[src/rtl/t0_stream_arbiter.sv]
// Two-source stream arbiter feeding blade_top t0_data: post-reset holdoff, alternating
// grants per packet, and a forced rotation once a grant has carried MAX_BURST beats.
//   state  | meaning
//   HOLD   | post-reset settle, counts HOLDOFF cycles, nothing passes
//   IDLE   | one arbitration cycle between grants
//   GRANT0 | source 0 owns the merged stream
//   GRANT1 | source 1 owns the merged stream
module t0_stream_arbiter #(
  parameter int DATA_W    = 32,
  parameter int HOLDOFF   = 16,
  parameter int MAX_BURST = 64
) (
  input  logic              CLK,
  input  logic              MIB_MASTER_RESET,
  input  logic              i_enable,
  input  logic [DATA_W-1:0] s0_data,
  input  logic              s0_valid,
  input  logic              s0_last,
  output logic              s0_ready,
  input  logic [DATA_W-1:0] s1_data,
  input  logic              s1_valid,
  input  logic              s1_last,
  output logic              s1_ready,
  output logic [DATA_W-1:0] m_data,
  output logic              m_valid,
  output logic              m_last,
  input  logic              m_ready,
  output logic [1:0]        o_grant,
  output logic              o_burst_cut
);

  localparam int BEAT_W = $clog2(MAX_BURST + 1);

  typedef enum logic [1:0] {HOLD, IDLE, GRANT0, GRANT1} state_t;

  state_t            state, state_nxt;
  logic [7:0]        hold_cnt, hold_cnt_nxt;
  logic [BEAT_W-1:0] beat_cnt, beat_cnt_nxt;
  logic              last_served, last_served_nxt;
  logic              burst_cut, burst_cut_nxt;
  logic              xfer, burst_full;

  always_ff @(posedge CLK or posedge MIB_MASTER_RESET) begin
    if (MIB_MASTER_RESET) begin
      state       <= HOLD;
      hold_cnt    <= '0;
      beat_cnt    <= '0;
      last_served <= 1'b1;
      burst_cut   <= 1'b0;
    end else begin
      state       <= state_nxt;
      hold_cnt    <= hold_cnt_nxt;
      beat_cnt    <= beat_cnt_nxt;
      last_served <= last_served_nxt;
      burst_cut   <= burst_cut_nxt;
    end
  end

  // Datapath is a pure mux on state so an asynchronous reset clears it at once.
  always_comb begin
    m_data   = '0;
    m_valid  = 1'b0;
    m_last   = 1'b0;
    s0_ready = 1'b0;
    s1_ready = 1'b0;
    o_grant  = 2'b00;
    case (state)
      GRANT0: begin
        m_data   = s0_data;
        m_valid  = s0_valid;
        m_last   = s0_last;
        s0_ready = m_ready;
        o_grant  = 2'b01;
      end
      GRANT1: begin
        m_data   = s1_data;
        m_valid  = s1_valid;
        m_last   = s1_last;
        s1_ready = m_ready;
        o_grant  = 2'b10;
      end
      default: ;
    endcase
  end

  assign xfer        = m_valid & m_ready;
  assign burst_full  = (beat_cnt == BEAT_W'(MAX_BURST - 1));
  assign o_burst_cut = burst_cut;

  always_comb begin
    state_nxt       = state;
    hold_cnt_nxt    = hold_cnt;
    beat_cnt_nxt    = beat_cnt;
    last_served_nxt = last_served;
    burst_cut_nxt   = 1'b0;
    case (state)
      HOLD: begin
        if (hold_cnt == 8'(HOLDOFF - 1)) state_nxt = IDLE;
        else hold_cnt_nxt = hold_cnt + 8'd1;
      end
      IDLE: begin
        beat_cnt_nxt = '0;
        // With both requesting, the source not served last wins.
        if (i_enable) begin
          if (s0_valid && (!s1_valid || last_served)) state_nxt = GRANT0;
          else if (s1_valid) state_nxt = GRANT1;
        end
      end
      GRANT0, GRANT1: begin
        if (xfer) begin
          beat_cnt_nxt = beat_cnt + BEAT_W'(1);
          if (m_last || burst_full) begin
            state_nxt       = IDLE;
            last_served_nxt = (state == GRANT1);
            burst_cut_nxt   = !m_last;
          end
        end
      end
      default: state_nxt = HOLD;
    endcase
  end

endmodule

[config.mk]
export PLATFORM = sky130hd
export DESIGN_NAME = t0_stream_arbiter
export DESIGN_NICKNAME = d
export VERILOG_FILES = /design/src/rtl/t0_stream_arbiter.sv
export SDC_FILE = /design/constraint.sdc
export NUM_CORES = 1
export LEC_CHECK = 0
export BUFFER_PORTS_ARGS = -buffer_cell sky130_fd_sc_hd__buf_4
export CORE_ASPECT_RATIO = 0.6
export CORE_UTILIZATION = 40
export CTS_CLUSTER_DIAMETER = 60
export CTS_CLUSTER_SIZE = 24
export DETAILED_ROUTE_END_ITERATION = 8
export PLACE_DENSITY = 0.79
export SLEW_MARGIN = 15
export SYNTH_ARGS = -nofsm -noshare
export SYNTH_HDL_FRONTEND = slang
export SYNTH_SLANG_ARGS = --single-unit
[constraint.sdc]
create_clock -name CLK -period 1.8 [get_ports CLK]
set_input_delay 0.54 -clock CLK [delete_from_list [all_inputs] [get_ports CLK]]
set_output_delay 0.54 -clock CLK [all_outputs]
set_load 0.005 [all_outputs]
==> results.json <==
{
  "grt_usage_pct": 25.0,
  "via_per_inst": 4.92,
  "synth.yosys.seq_area_share_pct": 32.0,
  "cp.required_ns": 1.26,
  "setup_violations": 35,
  "antenna_left": 0,
  "topRoutingLayerUsed": "met4",
  "crit_slowest_cell": "dfrtp_2",
  "synth-adder-area-share_pct": 1.68,
  "syn_area_um2": 1490,
  "grt_pass1_vias": 1643,
  "hold_class": "input port to asynchronous set/reset pin",
  "worst_slack_ns": -0.144,
  "drtIter0Drc": 62,
  "wl_met1_mm": 2.14,
  "drtPass1Iterations": 4,
  "worst_pin_slew_ns": 0.447,
  "root_buffer": "clkbuf_8",
  "dp_cells": 324,
  "nNetsFinal": 369,
  "layout-drive-gt1-share_pct": 51.7,
  "ys_types": 37,
  "r2r_setup_slack_ns": 0.05,
  "finalSetupTns_ns": -2.09,
  "start_kind": "flop",
  "wl_per_cell_um": 14.1,
  "critPathMostFrequentCell": "buf_6",
  "synth-edff-count": 0,
  "synth_mux_area_share_pct": 25.0,
  "die_x_um": 80.8,
  "start_util_pct": 43.8,
  "ff2ff_path_depth": 9,
  "p_total_uw": 3010,
  "final_util_pct": 76.2,
  "ys.flop_type": "dfrtp_1",
  "ios": 111,
  "clock-skew-final_ns": 0.00266,
  "slowest_delay_ns": 0.48,
  "core-area_um2": 3400,
  "netlist_instances": 169,
  "dieArea_um2": 3980,
  "avgSynthCellArea_um2": 8.81,
  "leakagePower_uw": 0.00147,
  "area_growth_pct": 74.1,
  "ys_ff_latch": 19,
  "antenna_found_initial": 0,
  "cap_violations": 0,
  "yosys_warnings": 0,
  "nFillCells": 256,
  "violations": "negative setup slack",
  "die_y_um": 49.3,
  "n_antenna_cell": 0,
  "cts.clk_slew.worst_paths_ns": 0.07,
  "crit_fanout": 5,
  "endpoint_kind": "output port",
  "r2r-end": "o_burst_cut",
  "htree_levels": 1,
  "rsz0062_at_grt": "yes",
  "drt-total-wl_mm": 4.76,
  "reg2reg_from": "state[0]",
  "final_cells": 339,
  "clk_latency_ns": 0.26,
  "synth.net_count": 243,
  "slew_headroom_pct": 69.9,
  "yosys.area_share.simple_pct": 23.2,
  "vias": 1669,
  "slew_violations": 0,
  "fmax_mhz": 514,
  "clock-sinks": 19,
  "grt_pass1_wl_mm": 7.58,
  "crit_chain": "buf_6 -> mux2_4 -> nand2_4 -> inv_2 -> buf_6",
  "synth_xor_area_share_pct": 5.88,
  "wl_met2_mm": 2.23,
  "numCtsBuffers": 3,
  "cts_tree": "yes",
  "ctsHoldBuffers": 0,
  "hold_viol_final": 0,
  "holdWs_ns": 0.307,
  "place.gp.congestion": 0.836,
  "num_rows": 16,
  "min_period_ns": 1.94,
  "io_buffers": 110,
  "grt_max_degree": 20,
  "ir_drop_mv": 0.774,
  "cts_buffer_depth": 2,
  "period_share_pct": 108,
  "p_per_area_nw_per_um2": 1160,
  "crit_arrival_ns": 1.40,
  "status": "complete, but fails checks",
  "synth-compound-area-share_pct": 7.23,
  "synth-async-reset-ratio_pct": 100,
  "critical_path_class": "flop to output port",
  "routed-wl-met3_um": 335,
  "gr-total-overflow": 0,
  "dp_hpwl_mm": 3.67,
  "drc": 0,
  "synth_top_family_by_area": "multiplexers"
}
sequential cells by signal, summed over array words and instances (netlist names):
name,flops
beat_cnt,7
last_served,1
state,2
hold_cnt,8
o_burst_cut,1
metal layers:
layer | vias up | GRT usage [%]
li1 | 831 | -
met1 | 783 | 32.2
met2 | 47 | 41.0
met3 | 8 | 8.04
met4 | 0 | 5.06
met5 | - | 0
Yosys cell counts (2+ instances only):
| cell | instances | area [um^2] |
|---|---|---|
| a21oi_1 | 3 | 15.0 |
| and2_1 | 4 | 25.0 |
| and3_1 | 3 | 18.8 |
| buf_2 | 5 | 25.0 |
| clkbuf_1 | 3 | 11.3 |
| dfrtp_1 | 18 | 450 |
| ha_1 | 2 | 25.0 |
| inv_1 | 5 | 18.8 |
| mux2_4 | 2 | 30.0 |
| mux2i_1 | 33 | 330 |
| nand2_1 | 10 | 37.5 |
| nand3_1 | 7 | 35.0 |
| nand4_1 | 3 | 18.8 |
| nor2_1 | 37 | 139 |
| nor2b_1 | 2 | 12.5 |
| nor3b_2 | 2 | 25.0 |
| o211ai_1 | 2 | 15.0 |
| xnor2_1 | 6 | 52.6 |
| xor2_1 | 4 | 35.0 |
per-stage QoR:
stage / area, um^2 / setup slack (ns)
floorplan: 1490 / 0.207
global placement: 2410 / 0.0343
detailed placement: 2410 / 0.0403
CTS: 2580 / -0.120
global route: 2590 / -0.177
finish: 2590 / -0.144
worst max path at each step:
| stage | startpoint | end | slack, ns | depth (start not counted) |
|---|---|---|---|---|
| 3_5_place_dp | s1_valid | m_valid | 0.04 | 4 |
| 3_3_place_gp | s1_valid | m_valid | 0.03 | 4 |
| 5_1_grt | state[0] | m_data[25] | -0.18 | 4 |
| 2_1_floorplan | state[1] | m_data[0] | 0.21 | 4 |
| 6_report | state[0] | m_last | -0.14 | 5 |
| 4_1_cts | state[0] | m_valid | -0.12 | 3 |
critical path, delay by kind of cell, from the launching register on:
kind	cells	cell delay, ns
AND/OR/NAND/NOR	1	0.08
flip-flops	1	0.48
multiplexers	1	0.30
buffers and inverters	3	0.29
power breakdown:
part           total (uW)  internal, uW  switching (uW)
registers             633           530             102
clock network         302           158             145
logic                2070          1190             884
total                3010          1880            1130
layout by cell type, fill, tap and decap left out, drive strengths merged, types with 2 or more instances in the layout:
cell	Yosys	layout
buf	6	131
nor2	37	37
mux2i	33	33
dfrtp	18	18
nand2	11	11
nand3	7	7
xnor2	6	6
inv	5	5
xor2	4	4
and2	4	4
a21oi	4	4
clkbuf	4	4
nand4	3	3
and3	3	3
mux2	3	3
o211ai	2	2
nor2b	2	2
nor3b	2	2
ha	2	2
logic make-up after synthesis:
logic type	after synthesis
AOI/OAI and AO/OA	13
buffers and inverters	16
xor gates and xnor gates	10
adders and majority gates	2
muxes	36
and+or+nand+nor	73
DFF	19
layout make-up:
type                    count  area [um^2]  area share, %
multi-input cells         134          957           36.9
repair buffers            131         1030           39.8
well taps                  45         56.3           2.17
inverters                   6         23.8          0.917
flip-flops and latches     19          478           18.4
clock buffers               4         45.0           1.74
what timing repair did:
action	CTS	global route
endpoints found under the hold margin	0	0
cloned	1	0
endpoints found under the setup margin	37	39
resized for setup	8	3
buffers inserted	9	3
pin swaps	2	2
(Power assumes the default switching activity.)
